===== config.mk =====
export PLATFORM = sky130hd
export DESIGN_NAME = exc_ctrl
export DESIGN_NICKNAME = d
export VERILOG_FILES = /design/src/rtl/exc_ctrl_pkg.sv /design/src/rtl/exc_prio.sv /design/src/rtl/exc_ctrl.sv
export SDC_FILE = /design/constraint.sdc
export NUM_CORES = 1
export LEC_CHECK = 0
export CORE_MARGIN = 4
export CORE_UTILIZATION = 39
export DETAILED_ROUTE_END_ITERATION = 10
export GPL_TIMING_DRIVEN = 0
export PLACE_DENSITY_LB_ADDON = 0.08
export SLEW_MARGIN = 40
export SYNTH_ARGS = -nofsm -noshare
export SYNTH_HDL_FRONTEND = slang
export SYNTH_SLANG_ARGS = --single-unit
export TNS_END_PERCENT = 10

===== constraint.sdc =====
create_clock -name clk -period 3.15 [get_ports clk]
set_input_delay 0.63 -clock clk [delete_from_list [all_inputs] [get_ports clk]]
set_output_delay 0.63 -clock clk [all_outputs]
set_load 0.005 [all_outputs]

===== src/rtl/exc_ctrl_pkg.sv =====
// Shared constants and types for the exception/eret commit controller.
package exc_ctrl_pkg;

    localparam logic [31:0] EX_VECTOR_DEF = 32'hBFC00380;

    localparam logic [4:0] EXC_INT  = 5'h00;
    localparam logic [4:0] EXC_ADEL = 5'h04;
    localparam logic [4:0] EXC_ADES = 5'h05;
    localparam logic [4:0] EXC_SYS  = 5'h08;
    localparam logic [4:0] EXC_BP   = 5'h09;
    localparam logic [4:0] EXC_RI   = 5'h0a;
    localparam logic [4:0] EXC_OV   = 5'h0c;

    typedef enum logic [1:0] {
        ST_IDLE   = 2'd0,
        ST_COMMIT = 2'd1,
        ST_FLUSH  = 2'd2
    } state_e;

    typedef enum logic {
        EV_TRAP = 1'b0,
        EV_ERET = 1'b1
    } ev_e;

    // Only address-error exceptions report a faulting address.
    function automatic logic has_badvaddr(input logic [4:0] code);
        return (code == EXC_ADEL) || (code == EXC_ADES);
    endfunction

endpackage


===== src/rtl/exc_prio.sv =====
// Combinational event selection for a committing WB instruction.
module exc_prio
    import exc_ctrl_pkg::*;
(
    input  logic       ws_valid,
    input  logic       ws_ex,
    input  logic [4:0] ws_excode,
    input  logic       ws_eret,
    input  logic       int_q,
    output logic       take,
    output ev_e        ev_type,
    output logic [4:0] code
);

    // Interrupt beats a synchronous exception, which beats eret.
    always_comb begin
        take    = 1'b0;
        ev_type = EV_TRAP;
        code    = EXC_INT;
        if (ws_valid) begin
            priority case (1'b1)
                int_q: begin
                    take = 1'b1;
                end
                ws_ex: begin
                    take = 1'b1;
                    code = ws_excode;
                end
                ws_eret: begin
                    take    = 1'b1;
                    ev_type = EV_ERET;
                end
                default: begin
                    take = 1'b0;
                end
            endcase
        end
    end

endmodule


===== src/rtl/exc_ctrl.sv =====
// Exception/eret commit controller: latches a WB event, pulses CP0, flushes, redirects IF.
module exc_ctrl
    import exc_ctrl_pkg::*;
#(
    parameter logic [31:0] EX_VECTOR = EX_VECTOR_DEF
) (
    input  logic        clk,
    input  logic        resetn,
    input  logic        ws_valid,
    input  logic        ws_ex,
    input  logic [4:0]  ws_excode,
    input  logic        ws_bd,
    input  logic [31:0] ws_pc,
    input  logic [31:0] ws_badvaddr,
    input  logic        ws_pc_error,
    input  logic        ws_eret,
    input  logic [5:0]  hw_int,
    input  logic [31:0] cp0_status,
    input  logic [31:0] cp0_cause,
    input  logic [31:0] cp0_epc,
    output logic        ex_valid,
    output logic [4:0]  ex_code,
    output logic        ex_bd,
    output logic [31:0] ex_pc,
    output logic [31:0] ex_badvaddr,
    output logic        ex_pc_error,
    output logic        eret,
    output logic        flush,
    output logic        redirect_valid,
    output logic [31:0] redirect_pc,
    input  logic        redirect_ready
);

    state_e      state_q, state_d;
    ev_e         ev_q, ev_d;
    logic        int_q, int_d;
    logic [4:0]  code_q, code_d;
    logic        bd_q, bd_d;
    logic [31:0] pc_q, pc_d;
    logic [31:0] bad_q, bad_d;
    logic        pe_q, pe_d;
    logic        ex_valid_q, ex_valid_d;
    logic        eret_q, eret_d;
    logic        flush_q, flush_d;
    logic        rv_q, rv_d;
    logic [31:0] rpc_q, rpc_d;

    logic        int_pending;
    logic        take;
    ev_e         sel_ev;
    logic [4:0]  sel_code;

    logic        unused_cp0;
    assign unused_cp0 = ^{cp0_status[31:16], cp0_status[7:2],
                          cp0_cause[31:16], cp0_cause[7:0]};

    // Masked pending interrupt, gated by IE and blocked while EXL is set.
    assign int_pending = (|((cp0_cause[15:8] | {hw_int, 2'b00})
                            & cp0_status[15:8]))
                         & cp0_status[0] & ~cp0_status[1];

    exc_prio u_prio (
        .ws_valid  (ws_valid),
        .ws_ex     (ws_ex),
        .ws_excode (ws_excode),
        .ws_eret   (ws_eret),
        .int_q     (int_q),
        .take      (take),
        .ev_type   (sel_ev),
        .code      (sel_code)
    );

    always_comb begin
        state_d    = state_q;
        ev_d       = ev_q;
        int_d      = int_pending;
        code_d     = code_q;
        bd_d       = bd_q;
        pc_d       = pc_q;
        bad_d      = bad_q;
        pe_d       = pe_q;
        ex_valid_d = 1'b0;
        eret_d     = 1'b0;
        flush_d    = flush_q;
        rv_d       = rv_q;
        rpc_d      = rpc_q;
        unique case (state_q)
            ST_IDLE: begin
                if (take) begin
                    state_d    = ST_COMMIT;
                    ev_d       = sel_ev;
                    code_d     = sel_code;
                    bd_d       = ws_bd;
                    pc_d       = ws_pc;
                    pe_d       = ws_pc_error;
                    bad_d      = has_badvaddr(sel_code) ? ws_badvaddr
                                                        : 32'h0;
                    ex_valid_d = (sel_ev == EV_TRAP);
                    eret_d     = (sel_ev == EV_ERET);
                    flush_d    = 1'b1;
                end
            end
            ST_COMMIT: begin
                state_d = ST_FLUSH;
                flush_d = 1'b1;
                rv_d    = 1'b1;
                rpc_d   = (ev_q == EV_ERET) ? cp0_epc : EX_VECTOR;
            end
            ST_FLUSH: begin
                if (redirect_ready) begin
                    state_d = ST_IDLE;
                    flush_d = 1'b0;
                    rv_d    = 1'b0;
                    rpc_d   = 32'h0;
                end
            end
            default: begin
                state_d = ST_IDLE;
                flush_d = 1'b0;
                rv_d    = 1'b0;
                rpc_d   = 32'h0;
            end
        endcase
    end

    always_ff @(posedge clk or negedge resetn) begin
        if (!resetn) begin
            state_q    <= ST_IDLE;
            ev_q       <= EV_TRAP;
            int_q      <= 1'b0;
            code_q     <= 5'h0;
            bd_q       <= 1'b0;
            pc_q       <= 32'h0;
            bad_q      <= 32'h0;
            pe_q       <= 1'b0;
            ex_valid_q <= 1'b0;
            eret_q     <= 1'b0;
            flush_q    <= 1'b0;
            rv_q       <= 1'b0;
            rpc_q      <= 32'h0;
        end else begin
            state_q    <= state_d;
            ev_q       <= ev_d;
            int_q      <= int_d;
            code_q     <= code_d;
            bd_q       <= bd_d;
            pc_q       <= pc_d;
            bad_q      <= bad_d;
            pe_q       <= pe_d;
            ex_valid_q <= ex_valid_d;
            eret_q     <= eret_d;
            flush_q    <= flush_d;
            rv_q       <= rv_d;
            rpc_q      <= rpc_d;
        end
    end

    assign ex_valid       = ex_valid_q;
    assign ex_code        = code_q;
    assign ex_bd          = bd_q;
    assign ex_pc          = pc_q;
    assign ex_badvaddr    = bad_q;
    assign ex_pc_error    = pe_q;
    assign eret           = eret_q;
    assign flush          = flush_q;
    assign redirect_valid = rv_q;
    assign redirect_pc    = rpc_q;

endmodule


# Word-level counts from Yosys, hierarchy flattened
# Index checks and enable logic that the tools add are counted.
op_classes:
  eq_ne: 6
  muxes: 25
  bitwise_logic: 7
  n_reduce_logical: 6
ops:
  columns: ["operator", "n"]
  rows:
  - ["$mux 32", 3]
  - ["$pmux 32 s3", 1]
  - ["$mux 5", 3]
  - ["$mux 1", 13]
  - ["$eq 5x3->1 const B", 2]
  - ["$and 8x8->8", 1]
  - ["$or 8x8->8", 1]
  - ["$reduce_or 8->1", 1]
  - ["$pmux 1 s3", 2]
  - ["$pmux 2 s3", 1]
  - ["$reduce_and 2->1", 3]
  - ["$mux 2", 2]
  - ["$ne 2x2->1 const B", 2]
  - ["$not 1->1", 3]
  - ["$and 1x1->1", 2]
  - ["$eq 2x1->1 const B", 1]
  - ["$eq 2x2->1 const B", 1]
  - ["$logic_not 2->1", 1]
  - ["$logic_or 1x1->1", 1]
word_totals:
  register_bits: 111
  input_bits: 179
  output_inout_bits: 107
  word_cells: 57

# Logic depth before layout (Yosys ltp)
# Gate-level depths: netlist of run 1.
logic_depth:
  word_depth: 7
  depth_mapped: 5

# Cells and area by module
# A second synthesis of run 1 with hierarchy kept.
unflattened:
  hier_cells: 374
  hier_area_um2: 4192.8
by_module_without_submodules:
  columns: ["module", "n_inst", "cells_per_inst", "area_each_um2"]
  rows:
  - ["exc_ctrl", 1, 367, 4116.4]
  - ["exc_prio", 1, 7, 76.3]

# Worst setup path before layout of run 1
# OpenSTA, ideal clock, no wires.
synth_path:
  path_kind: "input port to flip-flop"
  startpoint: "in ws_ex"
  endpoint: "reg bd_q (netlist: ex_bd)"
  setup_time_ps: 125
  t_arrival_ps: 1604
  required_time_ps: 3025
  setup_slack_ps: 1421
  stages: 5
  n_path_buf: 1
  cell_sequence: "or3_4 > nand2_4 > inv_2 > buf_6 > mux2_4"
synth_between:
  elab_chain_len: 4
synth_lines:
  columns: ["item", "line", "source"]
  rows:
  - ["start: declaration", "exc_ctrl.sv:10", "input logic ws_ex,"]
  - ["$mux 1 (2 in series)", "exc_prio.sv:21", "priority case (1'b1)"]
  - ["$mux 1", "exc_prio.sv:20", "if (ws_valid) begin"]
  - ["$reduce_and 2->1 (no line)", null, null]
  - ["end signal: assignment", "exc_ctrl.sv:132", "bd_q <= 1'b0;"]
  - ["end signal: assignment", "exc_ctrl.sv:146", "bd_q <= bd_d;"]
  - ["end: declaration", "exc_ctrl.sv:38", "logic bd_q, bd_d;"]
# Every way passes these cells.
# A chain may end at the register's enable or synchronous reset.

# Worst setup path after layout of run 1
layout_path:
  startpoint: "in ws_valid"
  endpoint: "reg pc_q[16] (netlist: ex_pc[16])"
layout_between:
  elab_chain_len: 2
layout_lines:
  columns: ["item", "line", "source"]
  rows:
  - ["start: declaration", "exc_ctrl.sv:9", "input logic ws_valid,"]
  - ["$mux 1", "exc_prio.sv:20", null]
  - ["$reduce_and 2->1 (no line)", null, null]
  - ["end signal: assignment", "exc_ctrl.sv:147", "pc_q <= pc_d;"]
  - ["end: declaration", "exc_ctrl.sv:39", "logic [31:0] pc_q, pc_d;"]
# Every way passes these cells.

==> results.json, run 1 <==
{
  "outcome": "complete, no violations",
  "crit_family": "buffers and inverters",
  "cts_buffer_depth": 2,
  "wl_met1_um": 5420,
  "total_leakage_power_uw": 0.00312,
  "grt_pass1_wl_um": 20600,
  "track_usage_pct": 19.6,
  "holdCritPathClass": "in -> async",
  "seqPwrFrac_pct": 39.8,
  "post_cts_buffers": 0,
  "critPathKind": "in -> reg",
  "powerDensity_mw_per_mm2": 706,
  "setup_viol_count_final": 0,
  "worst_ep_arrival_time_ns": 2.32,
  "finalSetupTns_ns": 0,
  "period_needed_ns": 2.10,
  "fmax_mhz": 476,
  "final_util_pct": 66.8,
  "post_cts_resized": 0,
  "antenna_found_initial": 0,
  "grt_max_degree": 64,
  "p_sw_uw": 1440,
  "vias_per_cell": 5.00,
  "cts.sinks": 111,
  "maxSlewViolCount": 0,
  "postCtsHoldBufs": 0,
  "drive_gt1_share_pct": 10.9,
  "final_hold_viol_count": 0,
  "htreeDepth": 3,
  "nets": 768,
  "syn-cell-area_mm2": 0.00446,
  "period_share_pct": 66.7,
  "grt_pass1_vias": 3962,
  "grt-ovfl-total": 0,
  "rows": 38,
  "wl_met2_um": 6190,
  "ys_seq_area_share_pct": 62.3,
  "ant_nets": 0,
  "cts_tree": "yes",
  "skew_ns": 0.00596,
  "synth_seq_cells": 111,
  "fillers": 879,
  "clkPwrFrac_pct": 21.7,
  "routed_wl_um": 12900,
  "num_vias": 3672,
  "yosys_warnings": 0,
  "seq_area_mm2": 0.00278,
  "cp_num_buf_inv": 3,
  "path_cells": "clkdlybuf4s50_1 -> nor3b_2 -> nand2_4 -> inv_2 -> buf_6 -> mux2_4",
  "dr_wl_met3_um": 1050,
  "max_slew_margin_pct": 68.3,
  "combPwrFrac_pct": 38.5,
  "insertion_delay_ns": 0.33,
  "synth_top_area_cell": "dfrtp_1",
  "crit_path_top_delay_cell": "clkdlybuf4s50_1",
  "first_iter_violations": 167,
  "slowest_delay_ns": 0.50,
  "p_sw_share_pct": 27.6,
  "crit_fanout": 10,
  "synth_cells": 338,
  "gp_routability_congestion": 0.772,
  "rsz0062_at_grt": "false",
  "post-dp-hpwl_um": 9900,
  "antennaDiodeCount": 0,
  "required_ns": 3.37,
  "vdd_ir_drop_max_mv": 0.443,
  "area_growth_pct": 65.1,
  "synthTopCellsByArea": "dfrtp_1 (62%), mux2_4 (11%), o2bb2ai_1 (6.3%)",
  "cts-root-buf": "clkbuf_16",
  "synth.distinct_cells": 28,
  "worst_setup_path_start_kind": "input pin",
  "wl_per_cell_um": 17.5,
  "drv_cap": 0,
  "tightestPinTransition_ns": 0.476,
  "cts_buffers": 9,
  "p_int_uw": 3760,
  "die_w_um": 115,
  "core_mm2": 0.0110,
  "top_layer": "met4",
  "drc": 0,
  "postSynthAreaPerCell_um2": 13.2,
  "dr.pass1.iters": 4,
  "synth.top_cell.area_share_pct": 62.3,
  "portBuffers": 239,
  "syn-num-nets": 517,
  "multiInputGateArea_mm2": 0.00152,
  "initial_utilization_pct": 40.4,
  "worstSetupEndpointType": "flip-flop",
  "die_area_mm2": 0.0132,
  "cts.clk_slew.worst_paths_ns": 0.08,
  "ios": 286,
  "die_h_um": 115
}
==> metrics by stage <==
stage / hold WS (ns) / cell area [µm²] / power, µW / instances / setup slack [ns]
final: 0.175 / 7360 / 5200 / 734 / 1.05
after detailed placement: 0.473 / 7060 / 4120 / 718 / 0.693
after CTS: 0.187 / 7360 / 5270 / 734 / 1.04
after global placement: 0.461 / 7030 / 4070 / 717 / -2.80
after global routing: 0.198 / 7360 / 5500 / 734 / 0.949
after floorplan: 0.334 / 4460 / 2880 / 338 / 1.42
==> sequential cells by signal, indices dropped and copies added, names as in the netlist <==
register	count
eret	1
state_q	2
ex_code	5
ev_q	1
flush	1
redirect_pc	32
ex_pc_error	1
int_q	1
redirect_valid	1
ex_valid	1
ex_pc	32
ex_bd	1
ex_badvaddr	32
==> kinds of logic after synthesis <==
family | share of synthesized area (%)
compound gates | 14.1
simple gates | 8.67
mux | 11.4
flops | 62.3
buf+inv | 3.56
==> metal layers <==
| metal | up-vias | GRT usage [%] |
|---|---|---|
| met4 | 0 | 5.87 |
| met5 | - | 0 |
| met2 | 143 | 32.4 |
| li1 | 1734 | - |
| met3 | 14 | 5.37 |
| met1 | 1781 | 25.3 |
==> cell usage after synthesis <==
library cell    n
buf_2           4
nand3_1        33
inv_2           1
o21ai_0        25
a22oi_1         1
and4_1          1
or3_4           1
inv_1           6
nor3_1          2
buf_6           4
mux2_4         34
nor3b_2         1
nor2_1         14
o21a_1          2
and3b_1         1
clkbuf_1       14
a41oi_1         1
buf_4           1
o2bb2ai_1      32
a22o_1         20
nand2_1        16
a21oi_1         3
nand4b_1        1
nand2b_1        2
dfrtp_1       111
buf_1           2
nand2_4         1
nand4_1         4
==> cell type report <==
class / instances / share of cell area, %
Sequential cell: 111 / 37.7
Timing Repair Buffer: 240 / 32.9
Multi-Input combinational cell: 195 / 20.7
Clock buffer: 12 / 3.62
Tap cell: 140 / 2.38
Buffer: 25 / 1.80
Clock inverter: 4 / 0.510
Inverter: 7 / 0.357
==> layout by cell type (no fill, tap or decap), types with 2 or more instances in the layout <==
cell / count
o21ai_0: 25
clkinv_4: 3
nand2b_1: 2
inv_1: 6
clkbuf_16: 9
nor2_1: 14
nor3_1: 2
clkbuf_1: 14
clkbuf_8: 3
buf_6: 4
mux2_4: 34
buf_1: 2
clkdlybuf4s50_1: 238
nand3_1: 33
a21oi_1: 3
buf_2: 4
o2bb2ai_1: 32
dfrtp_1: 111
nand4_1: 4
a22o_1: 20
o21a_1: 2
nand2_1: 16
==> final timing paths <==
check	start	to	slack, ns	cells after the start
min in group clk	redirect_pc[22]	redirect_pc[22]	0.48	2
hold / removal	resetn	ex_pc[2]	0.18	1
hold reg to reg	redirect_pc[22]	redirect_pc[22]	0.48	2
setup / recovery	ws_valid	ex_pc[16]	1.05	6
setup reg to reg	state_q[1]	ex_pc[16]	1.38	5
max in group asynchronous	resetn	eret	2.34	2
==> worst register-to-register path, delay by kind of cell, from the launching register on <==
kind,cells,cell delay [ns]
AND/OR/NAND/NOR,2,0.55
flip-flops,1,0.44
buffers and inverters,2,0.34
multiplexers,1,0.32
==> power groups by stage <==
stage | combinational, µW | sequential (µW) | clock, µW
floorplan | 765 | 2120 | 0
global placement | 1990 | 2080 | 0
detailed placement | 2030 | 2100 | 0
CTS | 2040 | 2070 | 1160
global route | 2160 | 2130 | 1210
finish | 2000 | 2070 | 1130
Power figures use the tool's default switching activity.
==> run 2: changes to the inputs <==
--- a/config.mk
+++ b/config.mk
@@ -6,7 +6,7 @@
 export NUM_CORES = 1
 export LEC_CHECK = 0
 export CORE_MARGIN = 4
-export CORE_UTILIZATION = 39
+export CORE_UTILIZATION = 33
 export DETAILED_ROUTE_END_ITERATION = 10
 export GPL_TIMING_DRIVEN = 0
 export PLACE_DENSITY_LB_ADDON = 0.08
==> constraint.sdc (replaced) <==
create_clock -name clk -period 1.7 [get_ports clk]
set_input_delay 0.34 -clock clk [delete_from_list [all_inputs] [get_ports clk]]
set_output_delay 0.34 -clock clk [all_outputs]
set_load 0.005 [all_outputs]
==> results.json, run 2 (same netlist as run 1, synthesis figures left out) <==
{
  "post-dp-hpwl_um": 9780,
  "total_leakage_power_uw": 0.00315,
  "met2_usage_pct": 26.2,
  "worstSetupEndpointType": "flip-flop",
  "required_ns": 1.93,
  "maxSlewViolCount": 0,
  "postPlaceCellArea_mm2": 0.00711,
  "period_share_pct": 96.3,
  "cts.sinks": 111,
  "final_cells": 772,
  "final_cell_mix": "clkdlybuf4s50_1 (237), dfrtp_1 (110), mux2_4 (34)",
  "tightestPinTransition_ns": 0.498,
  "die_h_um": 124,
  "ios": 286,
  "grt_util_met3_pct": 7.98,
  "finish.instance_area_mm2": 0.00748,
  "rows": 42,
  "crit_fanout": 10,
  "period_needed_ns": 1.64,
  "grt_busiest_layer": "met2",
  "powerDensity_mw_per_mm2": 1320,
  "hold_ws_ns": 0.389,
  "fmax_mhz": 611,
  "cts_buffer_depth": 2,
  "cts.clk_slew.worst_paths_ns": 0.07,
  "insertion_delay_ns": 0.35,
  "cts_buffers": 9,
  "fillers": 1154,
  "rsz0062_at_grt": "true",
  "cts_tree": "yes",
  "place_inst": 754,
  "worst_setup_path_start_kind": "input pin",
  "multiInputGateArea_mm2": 0.00153,
  "finalSetupTns_ns": 0,
  "vias_per_cell": 4.75,
  "gp_routability_congestion": 0.769,
  "htreeDepth": 3,
  "grt-ovfl-total": 0,
  "seq_area_mm2": 0.00278,
  "gr-usage-met1_pct": 21.7,
  "skew_ns": 0.00703,
  "max_slew_margin_pct": 66.8,
  "core_mm2": 0.0132,
  "outcome": "complete, no violations",
  "holdCritPathClass": "in -> reg",
  "die_w_um": 124,
  "antenna_found_initial": 1,
  "area_growth_pct": 67.6,
  "final_hold_viol_count": 0,
  "grt_pass1_wl_um": 21300,
  "drv_cap": 0,
  "ant_nets": 0,
  "routed_wl_um": 13100,
  "die_area_mm2": 0.0154,
  "nets": 770,
  "num_vias": 3666,
  "grt_max_degree": 66,
  "initial_utilization_pct": 33.7,
  "cts-root-buf": "clkbuf_16",
  "track_usage_pct": 17.1,
  "final_util_pct": 56.5,
  "worst_ep_arrival_time_ns": 1.87,
  "grt_pass1_vias": 4002,
  "drc": 0,
  "portBuffers": 239,
  "first_iter_violations": 145,
  "vdd_ir_drop_max_mv": 0.620,
  "setup_viol_count_final": 0,
  "critPathKind": "in -> reg",
  "final_common_cell": "clkdlybuf4s50_1",
  "wl_per_cell_um": 16.9,
  "drive_gt1_share_pct": 11.4,
  "dr.pass1.iters": 4
}
## run 2: cell type report
class,instances,share of cell area (%)
Antenna cell,1,0.0335
Buffer,24,1.86
Clock buffer,11,3.11
Clock inverter,4,1.27
Inverter,7,0.385
Multi-Input combinational cell,195,20.5
Sequential cell,111,37.2
Tap cell,176,2.95
Timing Repair Buffer,243,32.8
## run 2: critical path, cell delays in order
cell and delay, ns:
clkdlybuf4s50_1 0.50, nor3b_4 0.28, nand2_4 0.12, inv_4 0.12
buf_6 0.18, mux2_4 0.32
## run 2: path summary, 6_finish.rpt
check	to	slack, ns	cells after the start	startpoint
worst min register to register	redirect_pc[23]	0.48	2	redirect_pc[23]
max in group asynchronous	state_q[0]	0.54	3	resetn
worst max register to register	ex_pc[4]	0.08	5	state_q[0]
min in group asynchronous	ex_pc[13]	0.54	2	resetn
worst min-delay path	eret	0.39	2	ws_ex
worst max-delay path	ex_pc[4]	0.06	6	ws_valid
## run 2: timing repair
action | in CTS | in global routing
gates resized for setup | 4 | 7
hold buffers | 1 | 0
hold endpoints to repair | 64 | 0
pin swaps | 1 | 0
setup endpoints to repair | 54 | 65
buffers inserted | 2 | 0
## run 2: power by group
part | total, µW | switching [µW] | internal (µW)
logic | 3720 | 1270 | 2450
registers | 3840 | 426 | 3420
clock network | 2340 | 910 | 1430
## run 2: stage by stage
stage / setup slack (ns) / total power [µW]
5_1_grt: -0.0118 / 10500
6_report: 0.0633 / 9900
3_3_place_gp: -4.04 / 7570
4_1_cts: 0.000439 / 10100
2_1_floorplan: 0.180 / 5340
3_5_place_dp: -0.533 / 7620
## run 2: metal layers
layer | up-vias | share of wire, %
li1 | 1723 | -
met1 | 1752 | 43
met2 | 168 | 46
met3 | 23 | 9.3
met4 | 0 | 2.3
met5 | - | 0
==> run 3: changes to the inputs <==
--- a/config.mk
+++ b/config.mk
@@ -6,7 +6,7 @@
 export NUM_CORES = 1
 export LEC_CHECK = 0
 export CORE_MARGIN = 4
-export CORE_UTILIZATION = 33
+export CORE_UTILIZATION = 37
 export DETAILED_ROUTE_END_ITERATION = 10
 export GPL_TIMING_DRIVEN = 0
 export PLACE_DENSITY_LB_ADDON = 0.08
==> constraint.sdc (replaced) <==
create_clock -name clk -period 1.75 [get_ports clk]
set_input_delay 0.35 -clock clk [delete_from_list [all_inputs] [get_ports clk]]
set_output_delay 0.35 -clock clk [all_outputs]
set_load 0.005 [all_outputs]
==> results.json, run 3 (same netlist as run 1, synthesis figures left out) <==
{
  "cts.clk_slew.worst_paths_ns": 0.07,
  "gp_routability_congestion": 0.776,
  "skew_ns": 0.00774,
  "cp_num_buf_inv": 3,
  "period_needed_ns": 1.72,
  "crit_path_top_delay_cell": "clkdlybuf4s50_1",
  "post_cts_buffers": 0,
  "finish.instance_area_mm2": 0.00742,
  "dr_wl_met3_um": 1340,
  "cts-root-buf": "clkbuf_16",
  "cts_buffer_depth": 2,
  "tightestPinTransition_ns": 0.500,
  "grt_max_degree": 66,
  "rrSetupSlack_ns": 0.07,
  "nets": 769,
  "final_cells": 738,
  "fillers": 931,
  "wl_met1_um": 5380,
  "antenna_found_initial": 0,
  "fmax_mhz": 582,
  "track_usage_pct": 19.4,
  "postPlaceCellArea_mm2": 0.00706,
  "initial_utilization_pct": 38.4,
  "cts.sinks": 111,
  "hold_depth": 2,
  "grt_pass1_vias": 3929,
  "ant_nets": 0,
  "die_area_mm2": 0.0139,
  "htreeDepth": 3,
  "final_hold_viol_count": 0,
  "worst_setup_path_start_kind": "input pin",
  "wl_met2_um": 6260,
  "grt_pass1_wl_um": 21400,
  "min_to": "redirect_pc[23]",
  "insertion_delay_ns": 0.35,
  "required_ns": 1.99,
  "area_growth_pct": 66.4,
  "critPathKind": "in -> reg",
  "drv_cap": 0,
  "setup_viol_count_final": 0,
  "die_w_um": 118,
  "ios": 286,
  "seq_area_mm2": 0.00278,
  "drive_gt1_share_pct": 12.1,
  "vias_per_cell": 5.03,
  "drc": 0,
  "reg2reg_to": "ex_pc[14]",
  "wl_per_cell_um": 17.9,
  "cts_buffers": 9,
  "grt-ovfl-total": 0,
  "max_slew_margin_pct": 66.7,
  "portBuffers": 239,
  "vdd_ir_drop_max_mv": 0.550,
  "total_leakage_power_uw": 0.00315,
  "post-dp-hpwl_um": 10100,
  "routed_wl_um": 13200,
  "dr.pass1.iters": 4,
  "final_cell_mix": "clkdlybuf4s50_1 (238), dfrtp_1 (111), mux2_4 (34)",
  "hold_start": "redirect_pc[23]",
  "crit_fanout": 10,
  "period_share_pct": 98.1,
  "rsz0062_at_grt": "true",
  "first_iter_violations": 217,
  "holdCritPathClass": "reg -> reg",
  "die_h_um": 118,
  "slowest_delay_ns": 0.50,
  "r2r_start": "state_q[1]",
  "worst_ep_arrival_time_ns": 1.95,
  "top_layer": "met4",
  "crit_family": "buffers and inverters",
  "final_util_pct": 63.9,
  "num_vias": 3709,
  "cts_tree": "yes",
  "antennaDiodeCount": 0,
  "final_common_cell": "clkdlybuf4s50_1",
  "path_cells": "clkdlybuf4s50_1 -> or3_4 -> nand2_4 -> inv_4 -> buf_6 -> mux2_4",
  "maxSlewViolCount": 0,
  "multiInputGateArea_mm2": 0.00153,
  "outcome": "complete, no violations",
  "core_mm2": 0.0116,
  "powerDensity_mw_per_mm2": 1290,
  "reg2regPathDepth": 5,
  "rows": 39,
  "worstSetupEndpointType": "flip-flop",
  "place_inst": 721
}
run 3: cell count changes in the layout (fill, tap and decap cells not counted), sizes merged:
cell / delta
buf: -4
clkinv: +1
clkbuf: +3
inv: +1
clkdlybuf4s50: +1
bufinv: -1
dlygate4sd2: -1
diode: -1
run 3: worst max path at each step:
stage	startpoint	to	slack, ns	cells past startpoint
floorplan	state_q[1]	ex_bd	0.23	5
global placement	resetn	ex_badvaddr[10]	-3.86	1
detailed placement	ws_valid	ex_pc[22]	-0.43	6
CTS	ws_ex	ex_bd	0.01	6
global route	ws_valid	ex_pc[18]	-0.05	6
finish	ws_ex	ex_pc[23]	0.03	6
run 3: report_power, final:
group	internal [µW]	total (µW)	switching, µW
logic	2370	3630	1260
clock network	1300	2210	913
registers	3320	3750	428
run 3: metal layers:
layer,vias up,track usage (%)
met5,-,0
met3,17,9.95
met1,1793,23.8
met2,174,30.2
li1,1725,-
met4,0,5.42
run 3: per-stage QoR:
step           total power (µW)  TNS (ns)  setup WS, ns  hold WS, ns
3_3_place_gp               7330   -453.15         -3.86        0.463
5_1_grt                   10100     -1.06       -0.0455        0.504
3_5_place_dp               7440    -28.83        -0.432        0.332
2_1_floorplan              5190         0         0.230       0.0544
4_1_cts                    9710         0        0.0120        0.489
6_report                   9580         0        0.0327        0.482
run 3: cell type report:
type	count	share of cell area (%)
sequential	111	37.4
timing repair buffer	241	32.8
multi-input combinational	195	20.6
clock buffer	11	3.27
tap	143	2.41
buffer	25	1.99
clock inverter	5	1.06
inverter	7	0.388
run 3: worst min-delay path, cell delays in order (launching register included):
cell     delay [ns]
dfrtp_1        0.34
nand2_1        0.04
o21ai_0        0.06
run 3: repair_timing:
| action | in CTS | in global routing |
|---|---|---|
| hold endpoints to repair | 64 | 0 |
| setup endpoints to repair | 32 | 64 |
| hold buffers | 1 | 0 |
| resized for setup | 1 | 16 |
